**src/rtl/clock_pkg.sv**
```systemverilog
// Shared constants and helpers for the multi-mode clock time-keeping path.
package clock_pkg;

  localparam int unsigned TIME_W   = 8;
  localparam int unsigned HOUR_MOD = 24;
  localparam int unsigned MIN_MOD  = 60;
  localparam int unsigned SEC_MOD  = 60;
  localparam int unsigned RST_HOUR = 8;

  typedef logic [TIME_W-1:0] field_t;

  // True when v is a legal count for a field of the given modulus.
  function automatic logic in_range(field_t v, int unsigned modulus);
    return v <= field_t'(modulus - 1);
  endfunction

endpackage

```
**src/rtl/time_keep_if.sv**
```systemverilog
// Set-mode / display bus between the time keeper and its neighbours.
interface time_keep_if;

  logic              tick;
  logic              modify;
  logic              leave;
  clock_pkg::field_t set_hour;
  clock_pkg::field_t set_minute;
  clock_pkg::field_t set_second;
  clock_pkg::field_t cur_hour;
  clock_pkg::field_t cur_minute;
  clock_pkg::field_t cur_second;
  logic              min_pulse;
  logic              hour_pulse;
  logic              day_pulse;
  logic              load_done;
  logic              load_err;

  modport master (
    output tick, modify, leave, set_hour, set_minute, set_second,
    input  cur_hour, cur_minute, cur_second,
    input  min_pulse, hour_pulse, day_pulse, load_done, load_err
  );

  modport slave (
    input  tick, modify, leave, set_hour, set_minute, set_second,
    output cur_hour, cur_minute, cur_second,
    output min_pulse, hour_pulse, day_pulse, load_done, load_err
  );

endinterface

```
**src/rtl/time_keep_mod_cnt.sv**
```systemverilog
// Modulo-MOD field counter with clamped parallel load; wrap is the combinational
// carry-out so the next field can advance in the same cycle.
module mod_cnt
  import clock_pkg::*;
#(
  parameter int unsigned MOD     = 60,
  parameter int unsigned RST_VAL = 0
) (
  input  logic   clk,
  input  logic   rst_n,
  input  logic   inc,
  input  logic   load,
  input  field_t load_val,
  output field_t q,
  output logic   wrap
);

  localparam field_t MAX_Q = field_t'(MOD - 1);
  localparam field_t RST_Q = field_t'(RST_VAL);

  assign wrap = inc && (q == MAX_Q);

  // Load wins over increment; an out-of-range load value lands on 0.
  always_ff @(posedge clk or negedge rst_n) begin
    if (!rst_n) begin
      q <= RST_Q;
    end else if (load) begin
      q <= in_range(load_val, MOD) ? load_val : '0;
    end else if (inc) begin
      q <= wrap ? '0 : q + field_t'(1);
    end
  end

endmodule

```
**src/rtl/time_keep.sv**
```systemverilog
// Running time of day: hh:mm:ss counter chain with set-mode commit and carry pulses.
module time_keep
  import clock_pkg::*;
#(
  parameter int unsigned HOUR     = HOUR_MOD,
  parameter int unsigned MINUTE   = MIN_MOD,
  parameter int unsigned SECOND   = SEC_MOD,
  parameter int unsigned RST_HOUR = clock_pkg::RST_HOUR
) (
  input  logic        clk,
  input  logic        rst_n,
  time_keep_if.slave  bus
);

  logic   commit_c;
  logic   count_c;
  logic   sec_wrap;
  logic   min_wrap;
  logic   hour_wrap;
  logic   clamp_c;
  field_t sec_q;
  field_t min_q;
  field_t hour_q;
  logic   min_pulse;
  logic   hour_pulse;
  logic   day_pulse;
  logic   load_done;
  logic   load_err;

  // A commit overrides a coincident tick, so that tick is simply dropped.
  assign commit_c = bus.leave & bus.modify;
  assign count_c  = bus.tick & ~commit_c;

  assign clamp_c = ~in_range(bus.set_hour, HOUR)
                 | ~in_range(bus.set_minute, MINUTE)
                 | ~in_range(bus.set_second, SECOND);

  mod_cnt #(.MOD(SECOND), .RST_VAL(0)) u_sec (
    .clk      (clk),
    .rst_n    (rst_n),
    .inc      (count_c),
    .load     (commit_c),
    .load_val (bus.set_second),
    .q        (sec_q),
    .wrap     (sec_wrap)
  );

  mod_cnt #(.MOD(MINUTE), .RST_VAL(0)) u_min (
    .clk      (clk),
    .rst_n    (rst_n),
    .inc      (sec_wrap),
    .load     (commit_c),
    .load_val (bus.set_minute),
    .q        (min_q),
    .wrap     (min_wrap)
  );

  mod_cnt #(.MOD(HOUR), .RST_VAL(RST_HOUR)) u_hour (
    .clk      (clk),
    .rst_n    (rst_n),
    .inc      (min_wrap),
    .load     (commit_c),
    .load_val (bus.set_hour),
    .q        (hour_q),
    .wrap     (hour_wrap)
  );

  // Pulses line up with the counter update they describe.
  always_ff @(posedge clk or negedge rst_n) begin
    if (!rst_n) begin
      min_pulse  <= 1'b0;
      hour_pulse <= 1'b0;
      day_pulse  <= 1'b0;
      load_done  <= 1'b0;
      load_err   <= 1'b0;
    end else begin
      min_pulse  <= sec_wrap;
      hour_pulse <= min_wrap;
      day_pulse  <= hour_wrap;
      load_done  <= commit_c;
      load_err   <= commit_c & clamp_c;
    end
  end

  assign bus.cur_hour   = hour_q;
  assign bus.cur_minute = min_q;
  assign bus.cur_second = sec_q;
  assign bus.min_pulse  = min_pulse;
  assign bus.hour_pulse = hour_pulse;
  assign bus.day_pulse  = day_pulse;
  assign bus.load_done  = load_done;
  assign bus.load_err   = load_err;

endmodule

```
**src/flat_wrapper.sv**
```systemverilog
// flat-port wrapper written by rule: the top's interface ports become plain ports
module time_keep_flat import clock_pkg::*;
#(
  parameter int unsigned HOUR     = HOUR_MOD,
  parameter int unsigned MINUTE   = MIN_MOD,
  parameter int unsigned SECOND   = SEC_MOD,
  parameter int unsigned RST_HOUR = clock_pkg::RST_HOUR
)
  (clk, rst_n, bus_tick, bus_modify, bus_leave, bus_set_hour, bus_set_minute, bus_set_second, bus_cur_hour, bus_cur_minute, bus_cur_second, bus_min_pulse, bus_hour_pulse, bus_day_pulse, bus_load_done, bus_load_err);
  time_keep_if bus_i ();
  input  logic clk;
  input  logic rst_n;
  input wire logic [$bits(bus_i.tick)-1:0] bus_tick;
  input wire logic [$bits(bus_i.modify)-1:0] bus_modify;
  input wire logic [$bits(bus_i.leave)-1:0] bus_leave;
  input wire logic [$bits(bus_i.set_hour)-1:0] bus_set_hour;
  input wire logic [$bits(bus_i.set_minute)-1:0] bus_set_minute;
  input wire logic [$bits(bus_i.set_second)-1:0] bus_set_second;
  output wire logic [$bits(bus_i.cur_hour)-1:0] bus_cur_hour;
  output wire logic [$bits(bus_i.cur_minute)-1:0] bus_cur_minute;
  output wire logic [$bits(bus_i.cur_second)-1:0] bus_cur_second;
  output wire logic [$bits(bus_i.min_pulse)-1:0] bus_min_pulse;
  output wire logic [$bits(bus_i.hour_pulse)-1:0] bus_hour_pulse;
  output wire logic [$bits(bus_i.day_pulse)-1:0] bus_day_pulse;
  output wire logic [$bits(bus_i.load_done)-1:0] bus_load_done;
  output wire logic [$bits(bus_i.load_err)-1:0] bus_load_err;
  assign bus_i.tick = bus_tick;
  assign bus_i.modify = bus_modify;
  assign bus_i.leave = bus_leave;
  assign bus_i.set_hour = bus_set_hour;
  assign bus_i.set_minute = bus_set_minute;
  assign bus_i.set_second = bus_set_second;
  assign bus_cur_hour = bus_i.cur_hour;
  assign bus_cur_minute = bus_i.cur_minute;
  assign bus_cur_second = bus_i.cur_second;
  assign bus_min_pulse = bus_i.min_pulse;
  assign bus_hour_pulse = bus_i.hour_pulse;
  assign bus_day_pulse = bus_i.day_pulse;
  assign bus_load_done = bus_i.load_done;
  assign bus_load_err = bus_i.load_err;
  time_keep #(.HOUR(HOUR), .MINUTE(MINUTE), .SECOND(SECOND), .RST_HOUR(RST_HOUR)) u_core (.clk(clk), .rst_n(rst_n), .bus(bus_i));
endmodule
```
**config.mk**
```make
export PLATFORM = sky130hd
export DESIGN_NAME = time_keep_flat
export DESIGN_NICKNAME = d
export VERILOG_FILES = /design/src/rtl/clock_pkg.sv /design/src/rtl/time_keep_if.sv /design/src/rtl/time_keep_mod_cnt.sv /design/src/rtl/time_keep.sv /design/src/flat_wrapper.sv
export SDC_FILE = /design/constraint.sdc
export NUM_CORES = 1
export LEC_CHECK = 0
export CAP_MARGIN = 20
export CORE_MARGIN = 5
export CORE_UTILIZATION = 46
export CTS_BUF_LIST = sky130_fd_sc_hd__clkbuf_8 sky130_fd_sc_hd__clkbuf_16
export CTS_CLUSTER_DIAMETER = 100
export DETAILED_ROUTE_END_ITERATION = 6
export PLACE_DENSITY = 0.81
export SLEW_MARGIN = 20
export SYNTH_ARGS = -nofsm -noshare
export SYNTH_HDL_FRONTEND = slang
export SYNTH_HIERARCHICAL = 1
export SYNTH_SLANG_ARGS = --single-unit
export TNS_END_PERCENT = 1
```
**constraint.sdc**
```tcl
create_clock -name clk -period 3.3 [get_ports clk]
set_input_delay 0.66 -clock clk [delete_from_list [all_inputs] [get_ports clk]]
set_output_delay 0.66 -clock clk [all_outputs]
set_load 0.01 [all_outputs]
```
==> run summary, run 1 <==
Worst Clk Skew = 0.004439 ns
Netlist cell types = 46
Sequential Area = 726.9 µm²
crit path kind = in -> reg
Bufs and invs on worst path = 1
1st-pass router iterations = 4
first-pass GRT wire length = 7665 µm
HP Class = reg -> reg
Post-route DRC = 0
Mapped Avg Cell Area = 9.740 µm²
Core Rows = 22
ys flop type = dfrtp_1
RSZ-0062 raised after global routing = false
die width = 71.91 µm
initial antenna violation count = 0
fin util = 67.54%
outcome = finished, final reports clean
top cells by area, synth = dfrtp_1 40%, nor2_1 4.3%, a2111oi_4 3.1%
Synth Instances = 181
Critical Path End Type = register
Setup Viol. Count Final = 0
number of fill cells = 299
CTS tree = yes
Routed WL per cell = 15.92 µm
async set-or-reset flop fraction in the synthesized netlist = 100.0%
post-layout min period = 2.638 ns
HP Start = u_core/u_sec/q[7]
Area Overhead vs Synth = 41.31%
Peak VDD IR = 0.2725 mV
core area = 3689 µm²
period utilization = 79.95%
GPL Wtd Cong = 0.8518
Clock Tree Root = clkbuf_8
CTS sink cnt = 29
slowest cell delay on critical path = 0.41 ns
Synth Net Count = 213
Max Cap Viol = 0
Die Ht = 71.91 µm
yosys warns = 6
delay-heaviest family, CP = simple AND/OR/NAND/NOR gates
Pwr Density = 378.7 nW/µm²
area leader, netlist = dfrtp_1
ant diodes = 0
Hold-fix buffers, CTS = 0
share of the yosys chip area belonging to registers = 41.23%
I/O Buffers = 57
fin. max-slew vios = 0
Slew @ Worst Pin = 0.4877 ns
Worst Hold Path EP = u_core/u_sec/q[7]
smallest hold slack = 0.5869 ns
clock slew at reported path FFs = 0.06 ns
vias per cell = 5.623
vias in the first global route = 1554
total wire length = 4727 µm
largest net degree at the start of global routing = 30
critical path launch point type = primary input
Post-synth EDFFs = 0
worst-path cell chain = clkdlybuf4s50_1 > nand2_1 > and2_1 > nand4_1 > nor2_2 > nand4_1 > nor2_2 > nand3_1 > o41ai_4 > nor3b_1 > a221o_1
worst skew pair latency = 0.28 ns
proportion of netlist area held by the largest area contributor = 39.74%
Min-Delay Path Depth = 2
# H-tree levels = 2
DIE AREA = 5170 µm²
share of layout cells above drive strength 1 = 11.65%
Synth Register Bits = 29
HPWL after detailed placement = 3566 µm
r2r startpoint = u_core/u_sec/q[2]
R2R depth = 8
Vias = 1670
mapped cell area = 1763 µm²
area occupied by multi-input gates = 982.2 µm²
PostCTS Resize Cnt = 0
slowest cell on the critical path = clkdlybuf4s50_1
gr ovfl total = 0
CTS Buf Count = 5
R2R Setup Slk = 0.86 ns
Slew headroom = 67.03%
initial core utilization = 47.80%
Boundary Pins = 58
final hold viol count = 0
initial DRC count = 171
Clock Tree Buf Depth = 2
CP required = 3.46 ns
Nets = 280
FF-to-FF End = u_core/u_hour/q[0]
setup TNS = 0 ns
critical path data arrival time = 2.80 ns
Leak = 1.034 nW
gr usage total = 19.08%
FMAX = 0.3790 GHz
post-route ant nets = 0
Critical Path Fanout Max = 4
setup bufs post-CTS = 0
==> flip-flops by register name, indices dropped and copies added (netlist names) <==
signal                 flops
u_core/bus.hour_pulse      1
u_core/u_hour/q            8
u_core/bus.load_err        1
u_core/bus.day_pulse       1
u_core/bus.min_pulse       1
u_core/u_min/q             8
u_core/u_sec/q             8
u_core/bus.load_done       1
==> layout by cell type, fill, tap and decap left out, types with 5 or more instances in the layout <==
master	netlist	routed
a21oi_1	9	9
buf_4	0	6
clkbuf_8	0	5
clkdlybuf4s50_1	0	57
dfrtp_1	28	28
inv_1	7	10
nand2_1	13	13
nand3_1	8	8
nand4_1	5	5
nor2_1	20	20
nor3_1	10	10
o211ai_1	6	6
o21ai_0	9	9
xnor2_1	5	5
==> final cells by class <==
type	count	area share (%)
clock buffer	5	2.762
clock inverter	3	0.4520
inverter	7	1.055
multi-input combinational	142	39.43
sequential	29	29.18
tap	48	2.411
timing repair buffer	63	24.71
==> worst min-delay path: cells and delay by family, from the launching register on <==
kind	cells	cell delay, ns
DFF	1	0.38
and+or+nand+nor	1	0.04
xor gates and xnor gates	1	0.13
==> metal layers <==
| metal | GRT usage [%] | part of all wire, % | wire (µm) | up-vias |
|---|---|---|---|---|
| li1 | - | - | - | 821 |
| met1 | 24.83 | 43 | 2039 | 793 |
| met2 | 31.22 | 50 | 2365 | 49 |
| met3 | 4.571 | 5.6 | 267 | 7 |
| met4 | 6.263 | 1.1 | 54 | 0 |
| met5 | 0 | 0 | 0 | - |
==> kinds of logic (layout without fill, tap and decap cells) <==
logic type | count (synthesis) | after routing | share of synthesized area, %
buffers and inverters | 10 | 78 | 3.052
AND/OR/NAND/NOR | 83 | 83 | 26.47
XOR/XNOR | 7 | 7 | 3.478
multiplexers | 2 | 2 | 1.136
flip-flops | 29 | 29 | 41.24
adder cells (fa/ha/maj) | 3 | 3 | 2.129
AO/OA/AOI/OAI | 47 | 47 | 22.50
==> how the worst max path moves through the flow <==
| stage | slack [ns] | startpoint | cells after the start | end |
|---|---|---|---|---|
| 4_1_cts | 0.65 | bus_modify | 11 | u_core/u_hour/q[5] |
| 5_1_grt | 0.44 | bus_modify | 11 | u_core/u_hour/q[5] |
| 3_3_place_gp | 0.46 | bus_leave | 11 | u_core/u_hour/q[0] |
| 2_1_floorplan | 0.36 | bus_leave | 13 | u_core/u_hour/q[0] |
| 3_5_place_dp | 0.36 | bus_modify | 11 | u_core/u_hour/q[5] |
| 6_report | 0.66 | bus_modify | 11 | u_core/u_hour/q[0] |
==> metrics by stage <==
step                setup slack, ns  std cells  instance area (µm²)  total power, mW
finish                       0.6617        297                 2491           0.9434
floorplan                    0.3565        181                 1763           0.5440
detailed placement           0.3646        289                 2411           0.6816
global placement             0.4584        289                 2411           0.6798
CTS                          0.6454        297                 2491           0.9536
global route                 0.4377        297                 2491           0.9968
==> synthesized netlist by cell type, drive strengths merged, types with 2 or more instances <==
master   count
a2111oi      2
a21o         2
a21oi        9
a221o        3
a31o         2
a32o         2
a32oi        2
and3         4
and4bb       2
buf          3
dfrtp       28
ha           3
inv          7
mux2i        2
nand2       13
nand3        8
nand4        5
nand4bb      2
nor2        22
nor2b        2
nor3        10
nor3b        2
o211a        2
o211ai       6
o21ai       11
o221ai       2
or2          3
or3          2
or4b         2
xnor2        5
xor2         2
==> power breakdown <==
part / leakage [nW] / switching (mW) / internal, mW / total, mW
Sequential: 0.374 / 0.0454 / 0.385 / 0.430
Clock: 0.0519 / 0.127 / 0.140 / 0.267
Combinational: 0.608 / 0.107 / 0.139 / 0.246
Note: power is estimated with default switching activity, not from simulation.
==> run 2, diff against run 1 <==
clock period = 2.6 ns   (was 3.3 ns; I/O delays follow)
==> run 2 against run 1 <==
Effect of this change: sequential power is 28% higher; via count is 4.2% higher; clock skew is 0.00098 ns higher; combinational power is 34% higher.
==> run summary, run 2 (synthesis gave the netlist of run 1 again) <==
outcome = finished, final reports clean
met3 Usage GRT = 4.017%
slowest cell delay on critical path = 0.49 ns
# H-tree levels = 2
M2 GR Usage = 32.65%
Nets = 291
Setup Viol. Count Final = 0
FF-to-FF End = u_core/u_hour/q[0]
vias in the first global route = 1697
Peak VDD IR = 0.3489 mV
commonest non-fill, non-tap cells in the layout = 57 x clkdlybuf4s50_1, 28 x dfrtp_1, 20 x nor2_1, 17 x buf_4, 12 x nand2_1
Largest regs = u_core/u_hour/q (8), u_core/u_min/q (8), u_core/u_sec/q (8)
post-layout min period = 2.432 ns
delay-heaviest family, CP = simple AND/OR/NAND/NOR gates
met1 Use GR = 27.63%
post-route insts no fill = 308
largest net degree at the start of global routing = 30
die width = 71.91 µm
Vias = 1740
core area = 3689 µm²
final hold viol count = 0
CTS tree = yes
Min-Delay Path Depth = 1
crit path kind = in -> reg
Clock Tree Root = clkbuf_8
Area Overhead vs Synth = 49.54%
Gate power share = 25.6%
CTS sink cnt = 29
vias per cell = 5.649
Psw = 379.1 µW
HP Start = u_core/u_hour/q[7]
Clock Tree Buf Depth = 2
Routed WL per cell = 16.18 µm
fin util = 71.47%
HPWL after detailed placement = 3809 µm
Die Ht = 71.91 µm
initial DRC count = 104
ant diodes = 0
total wire length = 4982 µm
Worst Hold Path EP = u_core/bus.day_pulse
I/O Buffers = 57
Worst path depth = 11
Slew @ Worst Pin = 0.4729 ns
HP Class = reg -> reg
fin. max-slew vios = 0
RSZ-0062 raised after global routing = false
smallest hold slack = 0.5929 ns
Reg power frac = 42.6%
worst-path cell chain = clkdlybuf4s50_1 > nand2_8 > and2_4 > nand4_1 > nor2_4 > nand4_1 > nor2_4 > nand3_4 > o41ai_4 > nor3b_1 > a221o_1
Cell Count Post-Placement = 298
Top Usage Layer GRT = met2
R2R Setup Slk = 0.30 ns
Setup WS pre-CTS = -0.2538 ns
Critical Path Fanout Max = 4
R2R depth = 8
period utilization = 93.56%
Worst Clk Skew = 0.005419 ns
r2r startpoint = u_core/u_sec/q[2]
setup TNS = 0 ns
Bufs and invs on worst path = 1
1st-pass router iterations = 4
FMAX = 0.4111 GHz
clock share of power = 31.8%
DIE AREA = 5170 µm²
Boundary Pins = 58
Post-route DRC = 0
Pwr Density = 489.0 nW/µm²
critical path launch point type = primary input
clock slew at reported path FFs = 0.06 ns
critical path data arrival time = 2.60 ns
Core Rows = 22
Sw Ratio = 29.41%
initial antenna violation count = 0
Critical Path End Type = register
most common cell after layout, fill and taps aside = clkdlybuf4s50_1
gr ovfl total = 0
GPL Wtd Cong = 0.9540
slowest cell on the critical path = clkdlybuf4s50_1
CTS Buf Count = 5
Pint = 909.9 µW
initial core utilization = 47.80%
CP required = 2.77 ns
Slew headroom = 68.48%
gr usage total = 20.29%
post-route ant nets = 0
first-pass GRT wire length = 8204 µm
Leak = 1.095 nW
worst skew pair latency = 0.28 ns
Max Cap Viol = 0
share of layout cells above drive strength 1 = 17.69%
worst setup margin = 0.1675 ns
-- run 2: cell types whose count changed in the layout (fill, tap and decap cells not counted), sizes merged --
cell    previous run  this run
buf                6        17
clkbuf             5         7
inv               10         7
clkinv             0         1
-- run 2: worst reg2reg max path, cell delays in order (launching register included) --
cell     delay [ns]
dfrtp_1        0.46
or4b_4         0.58
nor2_4         0.11
nand4_1        0.16
nor2_4         0.19
nand3_4        0.10
o41ai_4        0.24
nor3b_1        0.09
a221o_1        0.26
-- run 2: final cells by class --
class	count	area, µm²
Clock buffer	7	96.34
Fill cell	295	1052
Inverter	7	26.28
Timing Repair Buffer	74	698.2
Clock inverter	1	5.005
Tap cell	48	60.06
Multi-Input combinational cell	142	1023
Sequential cell	29	726.9
-- run 2: power groups by stage --
stage	Sequential (mW)	Combinational, mW	Clock (mW)
6_report	0.549	0.330	0.410
5_1_grt	0.557	0.355	0.437
4_1_cts	0.547	0.329	0.420
3_5_place_dp	0.556	0.326	0
3_3_place_gp	0.554	0.323	0
2_1_floorplan	0.559	0.137	0
-- run 2: metrics by stage --
step | area (µm²) | power, mW
6_report | 2636 | 1.289
5_1_grt | 2636 | 1.349
4_1_cts | 2616 | 1.297
3_5_place_dp | 2515 | 0.8821
3_3_place_gp | 2515 | 0.8768
2_1_floorplan | 1805 | 0.6955
-- run 2: worst max-delay path by stage --
stage                          from            endpoint  slack [ns]
after global routing      bus_leave  u_core/u_hour/q[5]        0.01
final                     bus_leave  u_core/u_hour/q[0]        0.17
after detailed placement  bus_leave  u_core/u_hour/q[0]       -0.25
after floorplan           bus_leave  u_core/u_hour/q[0]       0.001
after global placement    bus_leave  u_core/u_hour/q[0]       -0.14
after CTS                 bus_leave  u_core/u_hour/q[0]        0.05
-- run 2: routing by layer --
| layer | vias up | share of wire (%) |
|---|---|---|
| li1 | 839 | - |
| met1 | 817 | 42 |
| met2 | 77 | 50 |
| met3 | 7 | 7.6 |
| met4 | 0 | 1.1 |
| met5 | - | 0 |
-- run 2: repair_timing --
item	CTS	global route
buffers inserted	0	2
endpoints found under the setup margin	0	5
resized for setup	0	1
hold buffers	0	0
